$ cat config.mk
export PLATFORM = sky130hd
export DESIGN_NAME = fifo_byte_packer
export DESIGN_NICKNAME = d
export VERILOG_FILES = /design/src/rtl/fifo_byte_packer.sv
export SDC_FILE = /design/constraint.sdc
export NUM_CORES = 1
export LEC_CHECK = 0
export BUFFER_PORTS_ARGS = -buffer_cell sky130_fd_sc_hd__buf_2
export CAP_MARGIN = 40
export CORE_UTILIZATION = 55
export DETAILED_ROUTE_END_ITERATION = 7
export MAX_ROUTING_LAYER = met4
export PLACE_DENSITY = 0.8
export RECOVER_POWER = 100
export SYNTH_ARGS = -nofsm -noshare
export SYNTH_HDL_FRONTEND = slang
export SYNTH_SLANG_ARGS = --single-unit
$ cat constraint.sdc
create_clock -name clk -period 4.8 [get_ports clk]
set_clock_uncertainty 0.2 [all_clocks]
set_input_delay 0.96 -clock clk [delete_from_list [all_inputs] [get_ports clk]]
set_output_delay 0.96 -clock clk [all_outputs]
set_load 0.01 [all_outputs]
$ cat src/rtl/fifo_byte_packer.sv
// Packs bytes read from a synchronous FIFO into PACK-lane words with a lane-valid mask.
// A flush emits a partially filled word once any in-flight byte has landed.
module fifo_byte_packer #(
  parameter int DATA_WIDTH = 8,
  parameter int PACK       = 4
) (
  input  logic                       clk,
  input  logic                       rst_n,
  input  logic                       empty,
  output logic                       ren,
  input  logic [DATA_WIDTH-1:0]      rdata,
  input  logic                       flush,
  output logic                       m_valid,
  input  logic                       m_ready,
  output logic [DATA_WIDTH*PACK-1:0] m_data,
  output logic [PACK-1:0]            m_keep,
  output logic                       busy
);

  localparam int CW = $clog2(PACK) + 1;
  localparam int WW = DATA_WIDTH * PACK;
  localparam logic [0:0] FILL  = 1'b0;
  localparam logic [0:0] DRAIN = 1'b1;
  localparam logic [CW-1:0] CNT_FULL = CW'(PACK);

  logic [0:0]      state_q, state_d;
  logic [CW-1:0]   cnt_q, cnt_d;
  logic            pend_q, pend_d;
  logic [WW-1:0]   acc_q, acc_d;
  logic            m_valid_q, m_valid_d;
  logic [WW-1:0]   m_data_q, m_data_d;
  logic [PACK-1:0] m_keep_q, m_keep_d;
  logic            busy_q, busy_d;

  logic            ren_s;
  logic            out_free_s;
  logic            emit_s;
  logic [CW-1:0]   cnt_land_s;
  logic [WW-1:0]   acc_land_s;

  function automatic logic [PACK-1:0] keep_mask(input logic [CW-1:0] n);
    logic [PACK:0] m;
    m = ({{PACK{1'b0}}, 1'b1} << n) - {{PACK{1'b0}}, 1'b1};
    return m[PACK-1:0];
  endfunction

  // Read request: only while filling and with room for every outstanding byte.
  always_comb begin
    ren_s = 1'b0;
    if (rst_n && !empty && (state_q == FILL) && ((cnt_q + CW'(pend_q)) < CNT_FULL)) begin
      ren_s = 1'b1;
    end else begin
      ren_s = 1'b0;
    end
  end

  // Accumulator view after this cycle's landing byte; cnt may reach PACK while a full word waits.
  always_comb begin
    acc_land_s = acc_q;
    cnt_land_s = cnt_q;
    if (pend_q) begin
      for (int i = 0; i < PACK; i++) begin
        if (cnt_q == CW'(i)) begin
          acc_land_s[i*DATA_WIDTH +: DATA_WIDTH] = rdata;
        end else begin
          acc_land_s[i*DATA_WIDTH +: DATA_WIDTH] = acc_q[i*DATA_WIDTH +: DATA_WIDTH];
        end
      end
      cnt_land_s = cnt_q + CW'(1);
    end else begin
      cnt_land_s = cnt_q;
    end
  end

  // State machine, output-register loading and busy tracking.
  always_comb begin
    out_free_s = !m_valid_q || m_ready;
    emit_s     = 1'b0;
    state_d    = state_q;
    cnt_d      = cnt_land_s;
    acc_d      = acc_land_s;
    pend_d     = ren_s;
    m_valid_d  = m_valid_q && !m_ready;
    m_data_d   = m_data_q;
    m_keep_d   = m_keep_q;
    case (state_q)
      FILL: begin
        if ((cnt_land_s == CNT_FULL) && out_free_s) begin
          emit_s = 1'b1;
        end else begin
          emit_s = 1'b0;
        end
        if (flush && ((cnt_q + CW'(pend_q)) != CW'(0))) begin
          state_d = DRAIN;
        end else begin
          state_d = FILL;
        end
      end
      DRAIN: begin
        if (out_free_s) begin
          emit_s  = (cnt_land_s != CW'(0));
          state_d = FILL;
        end else begin
          emit_s  = 1'b0;
          state_d = DRAIN;
        end
      end
      default: begin
        emit_s  = 1'b0;
        state_d = FILL;
      end
    endcase
    if (emit_s) begin
      m_valid_d = 1'b1;
      m_data_d  = acc_land_s;
      m_keep_d  = keep_mask(cnt_land_s);
      cnt_d     = CW'(0);
      acc_d     = '0;
    end else begin
      cnt_d     = cnt_land_s;
    end
    busy_d = (cnt_d != CW'(0)) || pend_d || m_valid_d || (state_d == DRAIN);
  end

  // State registers.
  always_ff @(posedge clk or negedge rst_n) begin
    if (!rst_n) begin
      state_q   <= FILL;
      cnt_q     <= CW'(0);
      pend_q    <= 1'b0;
      acc_q     <= '0;
      m_valid_q <= 1'b0;
      m_data_q  <= '0;
      m_keep_q  <= '0;
      busy_q    <= 1'b0;
    end else begin
      state_q   <= state_d;
      cnt_q     <= cnt_d;
      pend_q    <= pend_d;
      acc_q     <= acc_d;
      m_valid_q <= m_valid_d;
      m_data_q  <= m_data_d;
      m_keep_q  <= m_keep_d;
      busy_q    <= busy_d;
    end
  end

  assign ren     = ren_s;
  assign m_valid = m_valid_q;
  assign m_data  = m_data_q;
  assign m_keep  = m_keep_q;
  assign busy    = busy_q;

endmodule

# Word-level counts from Yosys, hierarchy flattened
# Cells that the tools add are included.
[totals]
register_bits = 75
output_inout_bits = 39
wordCells = 51
[classes]
n_addsub = 3
order_cmp = 1
n_eq_ne = 4
shift = 1
n_mux = 16
n_bitwise = 1
n_reduce_logical = 17
[ops]
columns = ["operator", "n"]
rows = [
  ["32-bit 2-to-1 mux", 2],
  ["8-bit 2-to-1 mux", 4],
  ["3-bit nonzero test", 3],
  ["3-bit by 2-bit equality test with 1-bit output (second input constant)", 2],
  ["1-bit logical AND", 6],
  ["1-bit 2-to-1 mux", 6],
  ["3-bit 2-to-1 mux", 2],
  ["1-bit logical OR", 4],
  ["1-bit case mux with 2 select lines", 2],
  ["1-bit by 3-bit << shifter with 4-bit output (first input constant)", 1],
  ["4-bit by 1-bit subtractor with 4-bit output (second input constant)", 1],
  ["3-bit by 1-bit adder with 3-bit output", 1],
  ["3-bit by 1-bit adder with 3-bit output (second input constant)", 1],
  ["3-bit by 1-bit equality test with 1-bit output (second input constant)", 1],
  ["3-bit equality test (second input constant)", 1],
  ["1-bit zero test", 3],
  ["3-bit zero test", 1],
  ["3-bit < comparator (second input constant)", 1],
  ["1-bit inverter", 1],
]

# Logic depth before layout (Yosys ltp)
# Gate-level depths: netlist of run 1.
[depth]
depth_word = 11
ltp_mapped = 8
ltp_nobuf = 8

# Worst setup path after synthesis of run 1
# Ideal clock, no wire load.
[synth_path]
path_kind = "input port to output port"
from = "input empty"
to = "output ren"
arrival_ns = 1.532
setup_slack_ns = 2.108
path_stages = 1
n_path_buf = 0
path_cell_list = "nor4b_1"
[synth_between]
elab_chain_cells = 5
[synth_rtl]
columns = ["item", "line", "text"]
rows = [
  ["from (decl)", "9", "input logic empty,"],
  ["1-bit zero test", "50", "if (rst_n && !empty && (state_q == FILL) && ((cnt_q + CW'(pend_q)) < CNT_FULL)) begin"],
  ["1-bit logical AND (3 in series)", "50", ""],
  ["1-bit 2-to-1 mux", "50", ""],
  ["to (decl)", "10", "output logic ren,"],
]
# Every way passes these cells.

# Worst setup path in the final report of run 1
[layout_path]
from = "register cnt_q[1]"
to = "register m_keep_q[2], in the netlist m_keep[2]"
[layout_between]
elab_chain_cells = 6
word_cells_on_any_way = 10
cone_classes = "2 x add/sub; 1 x eq/ne; 1 x shift; 4 x mux; 2 x reduce/logical"
[layout_rtl]
columns = ["item", "line", "text"]
rows = [
  ["from (decl)", "27", "logic [CW-1:0] cnt_q, cnt_d;"],
  ["from (signal assigned)", "138", "cnt_q <= cnt_d;"],
  ["3-bit by 1-bit adder with 3-bit output", "69", "cnt_land_s = cnt_q + CW'(1);"],
  ["3-bit 2-to-1 mux (*)", "61", "if (pend_q) begin"],
  ["3-bit equality test", "88", "if ((cnt_land_s == CNT_FULL) && out_free_s) begin"],
  ["1-bit logical AND", "88", ""],
  ["1-bit 2-to-1 mux", "88", ""],
  ["1-bit case mux with 2 select lines", "86", "case (state_q)"],
  ["to (signal assigned)", "143", "m_keep_q <= m_keep_d;"],
  ["to (decl)", "32", "logic [PACK-1:0] m_keep_q, m_keep_d;"],
]
# Every way passes the cells marked *; elsewhere a longest branch is shown, timed or not.
# A chain may end at the register's enable or synchronous reset.

==> results of run 1 <==
## where the power goes
part           total (uW)  internal [uW]  switching (uW)  leakage (uW)
clock network         509            269             240     0.0000978
logic                 897            371             526      0.000842
registers             924            826            97.9       0.00101
## stage by stage
stage | instance area, sq um | setup WS [ns] | total power [uW]
after floorplan | 3223 | 2.108 | 1643
after global placement | 3511 | 1.857 | 1824
after detailed placement | 3538 | 1.829 | 1851
after CTS | 3751 | 1.545 | 2364
after global routing | 3689 | 1.113 | 2498
final | 3689 | 1.323 | 2330
## layout make-up
| type | count | area, sq um | area share |
|---|---|---|---|
| clock buffer | 11 | 151.4 | 0.04104 |
| multi-input combinational | 142 | 1121 | 0.3039 |
| sequential | 75 | 1877 | 0.5088 |
| inverter | 39 | 146.4 | 0.03969 |
| timing repair buffer | 54 | 241.5 | 0.06547 |
| clock inverter | 5 | 61.31 | 0.01662 |
| tap | 72 | 90.09 | 0.02442 |
## path summary, 6_finish.rpt
path,slack [ns],from,endpoint
max,1.32,cnt_q[1],m_keep[2]
min,0.21,rst_n,m_data[19]
max reg2reg,1.32,cnt_q[1],m_keep[2]
min reg2reg,0.27,m_keep[0],m_keep[0]
max in group asynchronous,2.51,rst_n,acc_q[25]
min in group clk,0.27,m_keep[0],m_keep[0]
## cell usage after synthesis, drive strengths merged
library cell / number / share of area
or2: 1 / 0.0019
nand4b: 1 / 0.0027
nand3b: 2 / 0.0047
xor2: 2 / 0.0054
a31oi: 1 / 0.0019
nor3b: 1 / 0.0023
inv: 39 / 0.045
or3: 1 / 0.0035
nor4b: 1 / 0.0027
o22ai: 1 / 0.0019
nand2b: 1 / 0.0019
nor2b: 4 / 0.0078
dfrtp: 75 / 0.58
nand3: 1 / 0.0016
ha: 8 / 0.031
clkbuf: 1 / 0.0012
nand2: 7 / 0.0082
and2: 1 / 0.0019
nor2: 34 / 0.040
mux2: 2 / 0.0070
mux2i: 66 / 0.20
o311ai: 1 / 0.0027
o41ai: 1 / 0.0027
buf: 8 / 0.024
a21oi: 3 / 0.0070
o21ai: 2 / 0.0031
## kinds of logic (layout without fill, tap and decap cells)
logic type,count (synthesis),after routing,synth area share
XOR/XNOR,2,2,0.005436
flip-flops,75,75,0.5823
AO/OA/AOI/OAI,9,9,0.01941
adder cells (fa/ha/maj),8,8,0.03106
buffers and inverters,48,109,0.07104
multiplexers,68,68,0.2120
AND/OR/NAND/NOR,55,55,0.07881
## per-layer routing
layer | vias to the layer above | track usage | routed length, um
li1 | 970 | - | -
met1 | 1011 | 0.3011 | 2747
met2 | 48 | 0.3096 | 2561
met3 | 9 | 0.05698 | 304
met4 | 0 | 0.1148 | 118
met5 | - | - | 0
## sequential cells by signal, summed over array words and instances, names as in the netlist
register  cells
pend_q        1
cnt_q         3
m_valid       1
busy          1
acc_q        32
state_q       1
m_data       32
m_keep        4
## worst max-delay path: stages (launching register included)
cell      delay [ns]
dfrtp_1         0.46
inv_1           0.11
ha_1            0.32
mux2i_1         0.24
nand3b_1        0.17
a21oi_4         0.16
clkbuf_2        1.22
mux2_2          0.43
==> out/qor.yml, run 1 <==
sta:
  fmax_mhz: 287.6
  maxSlewViolCount: 96
  final.setup.tns_ns: 0
  fin_crit_ns: 3.477
  worst_slew_pin_slew_ns: 1.676
  relSlewSlack: -0.1171
  min_period_over_period: 0.7245
  rsz0062_at_grt: "false"
  setup_violations: 0
  holdWs_ns: 0.2077
  finalHoldViolCount: 0
final_layout:
  nets: 342
  antenna_cells: 0
  areaGrowthSynthToFinish_pct: 14.44
  instances_no_fill: 398
  final_cell_mix: "dfrtp_1 (75), mux2i_1 (66), clkbuf_1 (41)"
  layout-drive-gt1-share: 0.1012
  fillCellCount: 465
  mostFrequentLayoutCell: "dfrtp_1"
  final_util: 0.6617
global_routing:
  grt_pass1_wl_um: 9777
  track_usage: 0.2224
  antenna_found_initial: 0
  overflow: 0
  grt_pass1_vias: 2011
  grt_max_degree: 69
route:
  viasPerCell: 5.121
  drcViolationCount: 0
  wire_per_inst_um: 14.40
  ant_nets: 0
  via_count: 2038
  wirelength_um: 5731
  drt_iter0_drc: 172
  firstDrtPassIters: 4
place:
  hpwl_um: 3782
  gp_congestion: 0.7820
  io_buffers: 51
  dp.cells: 382
clocking:
  cts_buffers: 9
  cts_resized: 0
  clock_sinks: 75
  clk_path_buf_depth: 2
  tritoncts: "built"
  clkLatencyLatePin_ns: 0.35
  cts_root_buf: "clkbuf_8"
  post_cts_buffers: 0
  path_clk_slew_ns: 0.08
  cts_htree_levels: 3
  ctsHoldBuffers: 0
run_status:
  violations: "max-capacitance violations, max-slew violations"
  status: "finished, violations left"
yosys:
  yosysWarnings: 0
  syn_inst: 265
  ys_seq_area_frac: 0.5823
  post_synth_num_cell_types: 28
  syn_area_per_cell_sq_um: 12.16
  syn_nets: 286
  synth_area_sq_um: 3223
  synth-seq-cells: 75
critical_path:
  start_kind: "flop"
  setup.worst_path.class: "reg2reg"
  critical_path.endpoint_type: "flop"
  cp.required_ns: 4.83
  cp.arrival_ns: 3.51
  r2r_cells: 7
  crit_fanout: 68
floorplan:
  dieArea_sq_um: 6170
  core-area_sq_um: 5574
  die_w_um: 78.55
  num_io_pins: 52
  initial_core_util: 0.5782
  rows: 27
  die_y_um: 78.55
power:
  p_leak_uw: 0.001950
  irDropWorstVdd_v: 0.0003460
  power_density_nw_per_um2: 631.6
hold_path:
  holdCritPathClass: "in2async"
flow_run:
  cap_violations: 2
Note: power is estimated with default switching activity, not from simulation.
==> run 2, diff against run 1 <==
- clock period: 4.8 -> 3.6 ns (I/O delays scaled with it)
==> run 2 against run 1 <==
  * The run now ends clean
  * Clock power is 25% higher
  * Cell count up 0.25%
  * First-iteration DRC count is 7.6% lower
  * Global-route usage up 0.28 points
  * Combinational power increased by 33%
  * Sequential power up 34%
  * Worst hold slack improved by 0.061 ns
  * Utilization shrank 0.61 points
  * Count of clock-buffer cells in the layout unchanged
  * Critical path type is now reg2out
  * Highest routed layer unchanged
==> out/qor.yml, run 2 (synthesized netlist as in run 1, its figures left out) <==
run_status:
  status: "completed"
critical_path:
  critPathSlowestCell: "nor4b_1"
  setup.worst_path.class: "reg2out"
  crit_fanout: 9
  cp_top_family: "simple AND/OR/NAND/NOR gates"
  reg2reg_slack_ns: 0.68
  cp_num_buf_inv: 1
  worstPathCellList: "ha_1 > ha_1 > xor2_1 > nor4b_1 > clkbuf_1"
  r2r-start: "cnt_q[1]"
  cp.arrival_ns: 2.07
  r2r_cells: 7
  crit_path_max_incr_delay_ns: 0.49
  start_kind: "flop"
  critical_path.endpoint_type: "primary output"
  rr_endpoint: "m_keep[2]"
  cp_common_cell: "ha_1"
  cp.required_ns: 2.68
clocking:
  post_cts_buffers: 0
  tritoncts: "built"
  path_clk_slew_ns: 0.07
  cts_root_buf: "clkbuf_8"
  cts_htree_levels: 3
  clk_path_buf_depth: 2
  cts_resized: 0
  ctsHoldBuffers: 0
  clkLatencyLatePin_ns: 0.34
  clock_sinks: 75
  cts_buffers: 9
floorplan:
  dieArea_sq_um: 6170
  die_y_um: 78.55
  core-area_sq_um: 5574
  rows: 27
  initial_core_util: 0.5782
  die_w_um: 78.55
  num_io_pins: 52
final_layout:
  fillCellCount: 464
  nets: 343
  final_util: 0.6557
  layout-drive-gt1-share: 0.1009
  antenna_cells: 0
  mostFrequentLayoutCell: "dfrtp_1"
  areaGrowthSynthToFinish_pct: 13.39
  final_cell_mix: "dfrtp_1 (75), mux2i_1 (66), clkbuf_1 (42)"
sta:
  min_period_over_period: 0.8314
  fmax_mhz: 334.1
  setup_slack_ns: 0.6069
  rsz0062_at_grt: "false"
  fin_crit_ns: 2.993
  relSlewSlack: 0.02706
  worst_slew_pin_slew_ns: 1.459
  finalHoldViolCount: 0
  setup_violations: 0
  maxSlewViolCount: 0
  final.setup.tns_ns: 0
place:
  gp_congestion: 0.8429
  pre_cts_slack_ns: 0.9760
  io_buffers: 51
  hpwl_um: 3940
power:
  p_clk_frac: 0.208
  p_int_uw: 1910
  power_density_nw_per_um2: 837.4
  seqPwrFrac: 0.404
  p_switching_uw: 1150
  switching_share: 0.3758
  irDropWorstVdd_v: 0.0005601
  p_leak_uw: 0.001948
  comb_power_share: 0.388
route:
  via_count: 2013
  firstDrtPassIters: 4
  wirelength_um: 5907
  drt_iter0_drc: 159
  viasPerCell: 5.045
  ant_nets: 0
  wire_per_inst_um: 14.80
  drcViolationCount: 0
global_routing:
  track_usage: 0.2252
  grt_pass1_wl_um: 9867
  antenna_found_initial: 0
  overflow: 0
  grt_pass1_vias: 2025
  grt_max_degree: 49
hold_path:
  min_to: "m_keep[0]"
  hold_start: "m_keep[0]"
  whs_path_depth: 1
  holdCritPathClass: "reg2reg"
flow_run:
  cap_violations: 0
run 2: cell count changes in the layout (fill, tap and decap cells not counted), sizes merged:
cell      before  now
clkbuf        53   54
clkinv         1    3
clkinvlp       3    1
run 2: power groups by stage:
stage / Sequential [uW] / Clock (uW) / Combinational [uW]
after floorplan: 1300 / 0 / 891
after global placement: 1230 / 0 / 1200
after detailed placement: 1250 / 0 / 1240
after CTS: 1230 / 652 / 1250
after global routing: 1270 / 691 / 1320
final: 1240 / 638 / 1190
run 2: area by class of cell:
type                    instances  area, sq um  share of cell area
flip-flops and latches         75         1877              0.5135
multi-input cells             142         1121              0.3067
repair buffers                 55        226.5             0.06196
inverters                      39        146.4             0.04005
clock buffers                  11        141.4             0.03869
well taps                      72        90.09             0.02465
clock inverters                 5        52.55             0.01438
run 2: layer usage:
metal | up-vias | routed length (um) | GRT usage
li1 | 973 | - | -
met1 | 994 | 2841 | 0.3061
met5 | - | 0 | -
met4 | 0 | 78 | 0.07778
met2 | 40 | 2789 | 0.3313
met3 | 6 | 198 | 0.05581
run 2: worst max-delay path by stage:
stage                        start         to  slack (ns)  cells after the start
after floorplan           cnt_q[0]        ren        1.16                      4
after global placement      pend_q        ren        1.05                      5
after detailed placement    pend_q        ren        0.98                      5
after CTS                   pend_q        ren        0.60                      5
after global routing      cnt_q[1]  m_keep[2]        0.51                      7
final                       pend_q        ren        0.61                      5
run 2: metrics by stage:
stage | total power (uW) | hold WS [ns] | cells | area (sq um)
2_1_floorplan | 2191 | 0.2244 | 265 | 3223
3_3_place_gp | 2438 | 0.2484 | 383 | 3526
3_5_place_dp | 2486 | 0.2530 | 383 | 3526
4_1_cts | 3132 | 0.1999 | 399 | 3720
5_1_grt | 3273 | 0.2972 | 399 | 3655
6_report | 3060 | 0.2688 | 399 | 3655
